`src/rtl/ycbcr_seq_mac_if.sv`:
```
// ycbcr_seq_mac_if: pixel-in / result-out handshake bundle for ycbcr_seq_mac.
//   in_valid/in_ready/r/g/b   : RGB pixel input (valid/ready)
//   out_valid/out_ready       : result handshake
//   y/cb/cr                   : Q8.16 two's complement results (offset removed)
// master = pixel source / result sink, slave = the sequencer.
interface ycbcr_seq_mac_if;
    logic        in_valid;
    logic        in_ready;
    logic [7:0]  r;
    logic [7:0]  g;
    logic [7:0]  b;
    logic        out_valid;
    logic        out_ready;
    logic [31:0] y;
    logic [31:0] cb;
    logic [31:0] cr;

    modport master (
        output in_valid, r, g, b, out_ready,
        input  in_ready, out_valid, y, cb, cr
    );

    modport slave (
        input  in_valid, r, g, b, out_ready,
        output in_ready, out_valid, y, cb, cr
    );
endinterface

```
`src/rtl/ycbcr_seq_mac.sv`:
```
// ycbcr_seq_mac: time-multiplexed RGB->YCbCr converter. One shared 8x16
// shift-add multiplier and one 32-bit accumulator evaluate the nine Q8.16
// products of a pixel, one per cycle, then hold Y/Cb/Cr until accepted.
//
// Ports:
//   clk      : clock, rising edge
//   rst_n    : asynchronous active-low reset
//   bus      : ycbcr_seq_mac_if.slave (pixel in, Y/Cb/Cr out, valid/ready)
//   busy     : FSM not in IDLE
//   pix_cnt  : completed output handshakes, wraps at 2^CNT_W
//
// Build option:
//   YCBCR_SEQ_HALF_SHIFT_EN : the two x*0x8000 terms are folded into the
//   Cb/Cr accumulator preloads as shifts, shortening MAC to 7 steps. Results
//   are bit-identical to the 9-step schedule.
module ycbcr_seq_mac #(
    parameter int          CNT_W    = 16,
    parameter logic [31:0] Y_OFFSET = 32'h0080_0000
) (
    input  logic             clk,
    input  logic             rst_n,
    ycbcr_seq_mac_if.slave   bus,
    output logic             busy,
    output logic [CNT_W-1:0] pix_cnt
);

    typedef enum logic [1:0] {IDLE, MAC, DONE} state_t;

    state_t      state, state_nxt;
    logic [3:0]  step, step_nxt;
    logic [7:0]  r_q, g_q, b_q;
    logic [31:0] acc, y_q, cb_q, cr_q;

    // Per-step schedule decode
    logic [15:0] coef;
    logic [7:0]  opnd;
    logic        neg, pre, last;
    logic        wb_y, wb_cb, wb_cr;
    logic [31:0] pre_val;

    always_comb begin
        coef     = 16'h0000;
        opnd     = r_q;
        neg      = 1'b0;
        pre      = 1'b0;
        pre_val  = 32'h0;
        wb_y     = 1'b0;
        wb_cb    = 1'b0;
        wb_cr    = 1'b0;
        last     = 1'b0;
        step_nxt = step + 4'd1;
        case (step)
            4'd0: begin coef = 16'h4C8B; opnd = r_q; pre = 1'b1; pre_val = 32'h0 - Y_OFFSET; end
            4'd1: begin coef = 16'h9645; opnd = g_q; end
            4'd2: begin coef = 16'h1D2F; opnd = b_q; wb_y = 1'b1; end
            4'd3: begin
                coef = 16'h2B32; opnd = r_q; neg = 1'b1; pre = 1'b1;
`ifdef YCBCR_SEQ_HALF_SHIFT_EN
                pre_val = {9'b0, b_q, 15'b0};
`else
                pre_val = 32'h0;
`endif
            end
            4'd4: begin
                coef = 16'h54CD; opnd = g_q; neg = 1'b1;
`ifdef YCBCR_SEQ_HALF_SHIFT_EN
                wb_cb    = 1'b1;
                step_nxt = 4'd7;   // skip the two 0x8000 product steps
`endif
            end
`ifndef YCBCR_SEQ_HALF_SHIFT_EN
            4'd5: begin coef = 16'h8000; opnd = b_q; wb_cb = 1'b1; end
            4'd6: begin coef = 16'h8000; opnd = r_q; pre = 1'b1; pre_val = 32'h0; end
`endif
            4'd7: begin
                coef = 16'h6B2F; opnd = g_q; neg = 1'b1;
`ifdef YCBCR_SEQ_HALF_SHIFT_EN
                pre     = 1'b1;
                pre_val = {9'b0, r_q, 15'b0};
`endif
            end
            4'd8: begin coef = 16'h14D0; opnd = b_q; neg = 1'b1; wb_cr = 1'b1; last = 1'b1; end
            default: ;
        endcase
    end

    // Shared 8x16 shift-add multiplier; 24-bit unsigned product
    logic [23:0] prod;
    always_comb begin
        prod = 24'h0;
        for (int i = 0; i < 8; i++)
            if (opnd[i]) prod = prod + (24'(coef) << i);
    end

    logic [31:0] acc_base, acc_nxt;
    always_comb begin
        acc_base = pre ? pre_val : acc;
        acc_nxt  = neg ? acc_base - {8'h0, prod} : acc_base + {8'h0, prod};
    end

    // Next-state logic
    always_comb begin
        state_nxt = state;
        case (state)
            IDLE:    if (bus.in_valid)  state_nxt = MAC;
            MAC:     if (last)          state_nxt = DONE;
            DONE:    if (bus.out_ready) state_nxt = IDLE;
            default:                    state_nxt = IDLE;
        endcase
    end

    always_ff @(posedge clk or negedge rst_n) begin
        if (!rst_n) begin
            state   <= IDLE;
            step    <= 4'd0;
            r_q     <= 8'h0;
            g_q     <= 8'h0;
            b_q     <= 8'h0;
            acc     <= 32'h0;
            y_q     <= 32'h0;
            cb_q    <= 32'h0;
            cr_q    <= 32'h0;
            pix_cnt <= '0;
        end else begin
            state <= state_nxt;
            if (state == IDLE && bus.in_valid) begin
                r_q  <= bus.r;
                g_q  <= bus.g;
                b_q  <= bus.b;
                step <= 4'd0;
            end
            if (state == MAC) begin
                acc  <= acc_nxt;
                step <= last ? 4'd0 : step_nxt;
                if (wb_y)  y_q  <= acc_nxt;
                if (wb_cb) cb_q <= acc_nxt;
                if (wb_cr) cr_q <= acc_nxt;
            end
            if (state == DONE && bus.out_ready)
                pix_cnt <= pix_cnt + 1'b1;
        end
    end

    // Handshake flags decode straight from state, so in_ready can only
    // rise the cycle after the DONE->IDLE transition.
    assign bus.in_ready  = (state == IDLE);
    assign bus.out_valid = (state == DONE);
    assign bus.y         = y_q;
    assign bus.cb        = cb_q;
    assign bus.cr        = cr_q;
    assign busy          = (state != IDLE);

endmodule

```
`src/flat_wrapper.sv`:
```
// flat-port wrapper written by rule: the top's interface ports become plain ports
module ycbcr_seq_mac_flat 
#(
    parameter int          CNT_W    = 16,
    parameter logic [31:0] Y_OFFSET = 32'h0080_0000
)
  (clk, rst_n, busy, pix_cnt, bus_in_valid, bus_r, bus_g, bus_b, bus_out_ready, bus_in_ready, bus_out_valid, bus_y, bus_cb, bus_cr);
  ycbcr_seq_mac_if bus_i ();
  input  logic clk;
  input  logic rst_n;
  output logic busy;
  output logic [CNT_W-1:0] pix_cnt;
  input wire logic [$bits(bus_i.in_valid)-1:0] bus_in_valid;
  input wire logic [$bits(bus_i.r)-1:0] bus_r;
  input wire logic [$bits(bus_i.g)-1:0] bus_g;
  input wire logic [$bits(bus_i.b)-1:0] bus_b;
  input wire logic [$bits(bus_i.out_ready)-1:0] bus_out_ready;
  output wire logic [$bits(bus_i.in_ready)-1:0] bus_in_ready;
  output wire logic [$bits(bus_i.out_valid)-1:0] bus_out_valid;
  output wire logic [$bits(bus_i.y)-1:0] bus_y;
  output wire logic [$bits(bus_i.cb)-1:0] bus_cb;
  output wire logic [$bits(bus_i.cr)-1:0] bus_cr;
  assign bus_i.in_valid = bus_in_valid;
  assign bus_i.r = bus_r;
  assign bus_i.g = bus_g;
  assign bus_i.b = bus_b;
  assign bus_i.out_ready = bus_out_ready;
  assign bus_in_ready = bus_i.in_ready;
  assign bus_out_valid = bus_i.out_valid;
  assign bus_y = bus_i.y;
  assign bus_cb = bus_i.cb;
  assign bus_cr = bus_i.cr;
  ycbcr_seq_mac #(.CNT_W(CNT_W), .Y_OFFSET(Y_OFFSET)) u_core (.clk(clk), .rst_n(rst_n), .bus(bus_i), .busy(busy), .pix_cnt(pix_cnt));
endmodule
```
`config.mk`:
```
export PLATFORM = sky130hd
export DESIGN_NAME = ycbcr_seq_mac_flat
export DESIGN_NICKNAME = d
export VERILOG_FILES = /design/src/rtl/ycbcr_seq_mac_if.sv /design/src/rtl/ycbcr_seq_mac.sv /design/src/flat_wrapper.sv
export SDC_FILE = /design/constraint.sdc
export NUM_CORES = 1
export LEC_CHECK = 0
export ABC_AREA = 1
export CAP_MARGIN = 20
export CORE_MARGIN = 1
export CORE_UTILIZATION = 50
export DETAILED_ROUTE_END_ITERATION = 7
export PLACE_DENSITY = 0.8
export SYNTH_ARGS = -nofsm -noshare
export SYNTH_HDL_FRONTEND = slang
export SYNTH_SLANG_ARGS = --single-unit
```
`constraint.sdc`:
```
create_clock -name clk -period 15.8 [get_ports clk]
set_clock_uncertainty 0.05 [all_clocks]
set_input_delay 3.16 -clock clk [delete_from_list [all_inputs] [get_ports clk]]
set_output_delay 3.16 -clock clk [all_outputs]
set_load 0.01 [all_outputs]
```
# ---- Word level (Yosys, flattened, before mapping)
# Cells that the tools add are included.
dict set report classes {
  div 0
  bitwise 0
  addsub 11
  eq_ne 13
  mux 25
  mul 0
  n_reduce_logical 15
  n_lt_le_gt_ge 0
  shift 0
}
# cell n
set op_table {}
lappend op_table {{$mux W24} 7}
lappend op_table {{$pmux W16 S8} 1}
lappend op_table {{$mux W32} 3}
lappend op_table {{$add A32 B24 Y32} 1}
lappend op_table {{$sub A32 B24 Y32} 1}
lappend op_table {{$add A24 B18 Y24} 1}
lappend op_table {{$add A24 B19 Y24} 1}
lappend op_table {{$add A24 B20 Y24} 1}
lappend op_table {{$add A24 B21 Y24} 1}
lappend op_table {{$add A24 B22 Y24} 1}
lappend op_table {{$add A24 B23 Y24} 1}
lappend op_table {{$add A16 B17 Y18} 1}
lappend op_table {{$add A16 B1 Y16 const B} 1}
lappend op_table {{$eq A4 B3 Y1 const B} 4}
lappend op_table {{$mux W16} 1}
lappend op_table {{$pmux W8 S2} 1}
lappend op_table {{$mux W4} 3}
lappend op_table {{$reduce_or A3 Y1} 3}
lappend op_table {{$eq A4 B2 Y1 const B} 2}
lappend op_table {{$mux W2} 3}
lappend op_table {{$pmux W2 S3} 1}
lappend op_table {{$reduce_and A2 Y1} 3}
lappend op_table {{$mux W1} 5}
lappend op_table {{$add A4 B1 Y4 const B} 1}
lappend op_table {{13 further kinds} 16}
dict set report totals {
  elab_cells 74
  romBits 0
  mem_bits_rw 0
  reg_bits 174
  latch_bits 0
  n_memories 0
}

# ---- Longest topological paths before layout
dict set report logic_depth {
  word_depth 20
  ltp_mapped 101
}

# ---- Worst setup path after synthesis
# Ideal clock, no wire load.
dict set report synth_path {
  path_type {register to register}
  from {register u_core.step[2]}
  to {register u_core.acc[28]}
  slack_ns 2.629
  setup_time_ns 0.136
  stages_incl_launch_ff 85
  t_required_ns 15.614
  arrival_ns 12.985
  cell_sequence {dfrtp_1 -> buf_4 -> nor2_4 -> nand2_1 -> nand2_1 -> inv_2 -> nand2_1 -> clkinv_1 -> nand2_1 -> nand2_1 -> inv_1 -> ha_1 -> inv_1 -> fa_1 -> inv_1 -> nand3_1 -> nand3_1 -> xor2_1 -> (+49 left out) -> nand3_1 -> o21ai_1 -> nor2_1 -> nand2_1 -> nor2_1 -> nand4_2 -> nand2_2 -> inv_2 -> a21oi_1 -> ha_1 -> a21oi_1 -> o21ai_0 -> a21oi_1 -> nand2_1 -> a21boi_0 -> o21ai_0 -> xor2_1 -> o21ai_0}
}
dict set report synth_between {
  elab_chain_len 20
  word_cells_on_any_way 38
  cone_classes {add/sub: 9; eq/ne: 8; mux: 15; reduce/logical: 6}
}
# element line_no
set synth_lines {}
lappend synth_lines {{start: declaration} ycbcr_seq_mac.sv:30} ;# logic [3:0] step, step_nxt;
lappend synth_lines {{start signal: assignment} ycbcr_seq_mac.sv:134} ;# step <= last ? 4'd0 : step_nxt;
lappend synth_lines {{$eq A4 B3 Y1, or another cell as far along} ycbcr_seq_mac.sv:52} ;# case (step)
lappend synth_lines {{$reduce_or A2 Y1 (no line) or $reduce_or A3 Y1 (tied branches)} --}
lappend synth_lines {{$pmux W16 S8 or $pmux W8 S2 (tied branches)} ycbcr_seq_mac.sv:52}
lappend synth_lines {{$mux W16} ycbcr_seq_mac.sv:92} ;# if (opnd[i]) prod = prod + (24'(coef) << i);
lappend synth_lines {{$add A16 B17 Y18} ycbcr_seq_mac.sv:92}
lappend synth_lines {{$mux W24} ycbcr_seq_mac.sv:92}
lappend synth_lines {{$add A24 B18 Y24} ycbcr_seq_mac.sv:92}
lappend synth_lines {{$mux W24} ycbcr_seq_mac.sv:92}
lappend synth_lines {{(+4 left out)} --}
lappend synth_lines {{$add A24 B21 Y24} ycbcr_seq_mac.sv:92}
lappend synth_lines {{$mux W24} ycbcr_seq_mac.sv:92}
lappend synth_lines {{$add A24 B22 Y24} ycbcr_seq_mac.sv:92}
lappend synth_lines {{$mux W24} ycbcr_seq_mac.sv:92}
lappend synth_lines {{$add A24 B23 Y24} ycbcr_seq_mac.sv:92}
lappend synth_lines {{$mux W24} ycbcr_seq_mac.sv:92}
lappend synth_lines {{$add A32 B24 Y32 or $sub A32 B24 Y32 (tied branches)} ycbcr_seq_mac.sv:98} ;# acc_nxt = neg ? acc_base - {8'h0, prod} : acc_base + {8'h0, prod};
lappend synth_lines {{$mux W32 *} ycbcr_seq_mac.sv:98}
lappend synth_lines {{end signal: assignment} ycbcr_seq_mac.sv:133} ;# acc <= acc_nxt;
lappend synth_lines {{end: declaration} ycbcr_seq_mac.sv:32} ;# logic [31:0] acc, y_q, cb_q, cr_q;
# Every way passes the cells marked *; elsewhere a longest branch is shown, timed or not.
# A chain may end at the register's enable or synchronous reset.

# ---- Worst setup path in the final report
dict set report layout_path {
  from {register u_core.step[1]}
  to {register u_core.cr_q[31] (netlist: u_core.bus.cr[31])}
}
dict set report layout_between {
  elab_chain_len 20
  word_cells_on_any_way 40
  cone_classes {add/sub: 9; eq/ne: 8; mux: 16; reduce/logical: 7}
}
# element line_no
set layout_lines {}
lappend layout_lines {{$eq A4 B3 Y1, or another cell as far along} ycbcr_seq_mac.sv:52}
lappend layout_lines {{$reduce_or A2 Y1 (no line) or $reduce_or A3 Y1 (tied branches)} --}
lappend layout_lines {{$pmux W16 S8 or $pmux W8 S2 (tied branches)} ycbcr_seq_mac.sv:52}
lappend layout_lines {{$mux W16} ycbcr_seq_mac.sv:92}
lappend layout_lines {{$add A16 B17 Y18} ycbcr_seq_mac.sv:92}
lappend layout_lines {{$mux W24} ycbcr_seq_mac.sv:92}
lappend layout_lines {{$add A24 B18 Y24} ycbcr_seq_mac.sv:92}
lappend layout_lines {{$mux W24} ycbcr_seq_mac.sv:92}
lappend layout_lines {{(+4 left out)} --}
lappend layout_lines {{$add A24 B21 Y24} ycbcr_seq_mac.sv:92}
lappend layout_lines {{$mux W24} ycbcr_seq_mac.sv:92}
lappend layout_lines {{$add A24 B22 Y24} ycbcr_seq_mac.sv:92}
lappend layout_lines {{$mux W24} ycbcr_seq_mac.sv:92}
lappend layout_lines {{$add A24 B23 Y24} ycbcr_seq_mac.sv:92}
lappend layout_lines {{$mux W24} ycbcr_seq_mac.sv:92}
lappend layout_lines {{$add A32 B24 Y32 or $sub A32 B24 Y32 (tied branches)} ycbcr_seq_mac.sv:98}
lappend layout_lines {{$mux W32} ycbcr_seq_mac.sv:98}
lappend layout_lines {{end signal: assignment} ycbcr_seq_mac.sv:137} ;# if (wb_cr) cr_q <= acc_nxt;
lappend layout_lines {{end: declaration} ycbcr_seq_mac.sv:32}
# Parallel ways exist; a longest one is shown, timed or not.

==> results.sh <==
export IMPL_ys_flop_type="dfrtp_1"
export IMPL_yosys_cell_count_top_type="nand2_1"
export IMPL_maxSlewViolCount=0
export IMPL_fin_cells=2952
export IMPL_yosysWarnings=0
export IMPL_via_per_inst=5.45
export IMPL_status="finished clean"
export IMPL_min_to="u_core.bus.cr[2]"
export IMPL_final_util_pct=58.5
export IMPL_coreArea_um2=31700
export IMPL_regToRegSetupSlack_ns=1.30
export IMPL_crit_path_frequent_cell="nand2_1"
export IMPL_die_h_um=182
export IMPL_synth_seq_cells=174
export IMPL_slowest_stage="dfrtp_1"
export IMPL_cts_max_level=4
export IMPL_ant_nets=0
export IMPL_holdCritStartpoint="u_core.bus.cr[2]"
export IMPL_synth_edf_count=0
export IMPL_clk_latency_ns=0.45
export IMPL_setup_viol=0
export IMPL_grt_max_degree=106
export IMPL_cp_max_fo=10
export IMPL_busiest_layer="met2"
export IMPL_grt_util_met3_pct=2.45
export IMPL_placed_cells=2920
export IMPL_dp_hpwl_um=35500
export IMPL_vias=16100
export IMPL_grtUsageTotal_pct=28.1
export IMPL_rsz0062_at_grt="false"
export IMPL_drive_above_1_share_pct=4.90
export IMPL_rr_endpoint="u_core.bus.cr[31]"
export IMPL_cts_resized=0
export IMPL_antenna_found_initial=0
export IMPL_num_rows=65
export IMPL_r2r_cells=84
export IMPL_port_buffers=142
export IMPL_clk_pin_slew_ns=0.07
export IMPL_yosys_top_cells_area="dfrtp_1 27%, nand2_1 18%, ha_1 11%, inv_1 6.6%, o21ai_0 5.5%"
export IMPL_syn_inst=2414
export IMPL_synth_top_area_share_pct=26.9
export IMPL_yosys_area_top_type="dfrtp_1"
export IMPL_mappedNetlistArea_um2=16200
export IMPL_synthArstFlopShare_pct=100
export IMPL_fillers=3032
export IMPL_avgRoutedWirePerCell_um=15.4
export IMPL_endpoint_kind="flip-flop"
export IMPL_io_pins=143
export IMPL_syn_avg_cell_area_um2=6.70
export IMPL_grtUsageMet1_pct=36.9
export IMPL_synthDistinctLibCells=46
export IMPL_rr_startpoint="u_core.step[1]"
export IMPL_ys_seq_area_share_pct=26.9
export IMPL_start_util_pct=51.0
export IMPL_ctsHoldBuffers=0
export IMPL_startpoint_type="flip-flop"
export IMPL_worst_ep_arrival_time_ns=14.78
export IMPL_crit_type="reg2reg"
export IMPL_cp_slowest_stage_delay_ns=0.42
export IMPL_clock_fmax_ghz=0.0689
export IMPL_cts_buffer_depth=2
export IMPL_worstMarginPinSlew_ns=1.06
export IMPL_syn_to_final_growth_pct=14.7
export IMPL_cts_tree="done"
export IMPL_cts_post_setup_buffers_inserted=0
export IMPL_final_hold_viol_count=0
export IMPL_root_buffer="clkbuf_16"
export IMPL_use_met2_pct=47.0
export IMPL_diodes=0
export IMPL_holdPathStages=2
export IMPL_place_area_um2=18000
export IMPL_synth_commonest_cells="755 x nand2_1, 285 x inv_1, 177 x o21ai_0"
export IMPL_grt_pass1_wl_um=75400
export IMPL_wirelength_um=45400
export IMPL_finalCritPeriodShare_pct=91.8
export IMPL_nets=2721
export IMPL_relSlewSlack_pct=29.2
export IMPL_grt_pass1_vias=15300
export IMPL_cap_violations=0
export IMPL_drt_pass1_iterations=6
export IMPL_grt_overflow=0
export IMPL_synthesis_nets=2598
export IMPL_layout_min_cycle_time_ns=14.50
export IMPL_die_area_um2=33100
export IMPL_clock_sinks=174
export IMPL_drtIter0Drc=1172
export IMPL_tns_ns=0
export IMPL_die_w_um=182
export IMPL_required_ns=16.08
export IMPL_postLayoutCellArea_um2=18500
export IMPL_cts_buffers=17
export IMPL_gp_congestion=0.955
export IMPL_drc=0
export IMPL_hold_path_class="reg2reg"
## placed cells by master, fill, tap and decap left out, types with 6 or more instances in the layout
cell type / Yosys / final
clkinv_1: 8 / 8
inv_1: 285 / 285
o21a_1: 11 / 11
a21o_1: 8 / 8
nand3_2: 6 / 6
a21oi_1: 159 / 159
nand3_1: 156 / 156
dfrtp_1: 174 / 174
and2_1: 13 / 13
o21ai_0: 177 / 176
xnor2_1: 54 / 54
nand4_1: 20 / 20
mux2_2: 12 / 12
clkdlybuf4s50_1: 0 / 141
o31ai_1: 7 / 7
nor2_1: 149 / 149
ha_1: 148 / 148
xor2_1: 63 / 63
inv_2: 12 / 12
nand2_2: 13 / 14
or2_2: 18 / 18
a31oi_1: 15 / 15
fa_1: 8 / 8
o22ai_1: 8 / 8
o21ai_1: 10 / 11
nor3_1: 16 / 16
buf_4: 4 / 14
clkbuf_16: 0 / 17
nand3b_1: 13 / 13
o21bai_1: 7 / 7
a21boi_0: 14 / 12
nand2_1: 755 / 754
## flip-flops by register name, summed over array words and instances (netlist names)
register and flops:
u_core.r_q 8, u_core.pix_cnt 16, u_core.bus.cr 32, u_core.g_q 8, u_core.b_q 8, u_core.state 2, u_core.step 4, u_core.bus.y 32
u_core.acc 32, u_core.bus.cb 32
## cell families after synthesis
| kind of cell | synth area share (%) |
|---|---|
| simple gates | 30.5 |
| compound gates | 14.4 |
| buf+inv | 8.56 |
| flops | 26.9 |
| fa+ha+maj | 12.4 |
| xor+xnor | 6.34 |
| mux | 0.836 |
## metrics by stage
step / hold WS (ns) / setup slack, ns
after floorplan: 0.399 / 2.63
after global placement: 0.407 / 1.39
after detailed placement: 0.409 / 1.13
after CTS: 0.426 / 1.07
after global routing: 0.453 / 0.0773
final: 0.422 / 1.30
## layer usage
metal | part of all wire (%) | wire [um] | up-vias
li1 | - | - | 8091
met1 | 46 | 20700 | 7416
met3 | 4.9 | 2240 | 87
met4 | 3.8 | 1750 | 0
met2 | 46 | 20700 | 504
met5 | 0 | 0 | -
## worst max-delay path by stage
stage                   start                end  slack [ns]  cells past startpoint
2_1_floorplan  u_core.step[2]     u_core.acc[28]        2.63                     84
3_3_place_gp   u_core.step[0]  u_core.bus.cb[28]        1.39                     82
3_5_place_dp   u_core.step[0]   u_core.bus.y[30]        1.13                     83
4_1_cts        u_core.step[0]   u_core.bus.y[30]        1.07                     83
5_1_grt        u_core.step[0]   u_core.bus.y[30]        0.08                     83
6_report       u_core.step[1]  u_core.bus.cr[31]        1.30                     84
## cell type report
cell class | instances | area (um2) | area share [%]
multi-input cells | 1883 | 10400 | 56.3
flip-flops and latches | 174 | 4350 | 23.5
repair buffers | 156 | 1530 | 8.24
inverters | 305 | 1140 | 6.17
well taps | 402 | 503 | 2.71
clock buffers | 17 | 425 | 2.29
clock inverters | 15 | 154 | 0.830
## critical path, delay by kind of cell (launching register included)
family	cells	cell delay, ns
simple gates	43	5.87
compound gates	18	3.43
fa+ha+maj	10	3.18
buf+inv	10	0.97
xor+xnor	3	0.45
flops	1	0.42
Power is left out: the tool's default activity adds up to more than one toggle a clock period on the data nets, which glitch-free logic cannot reach.
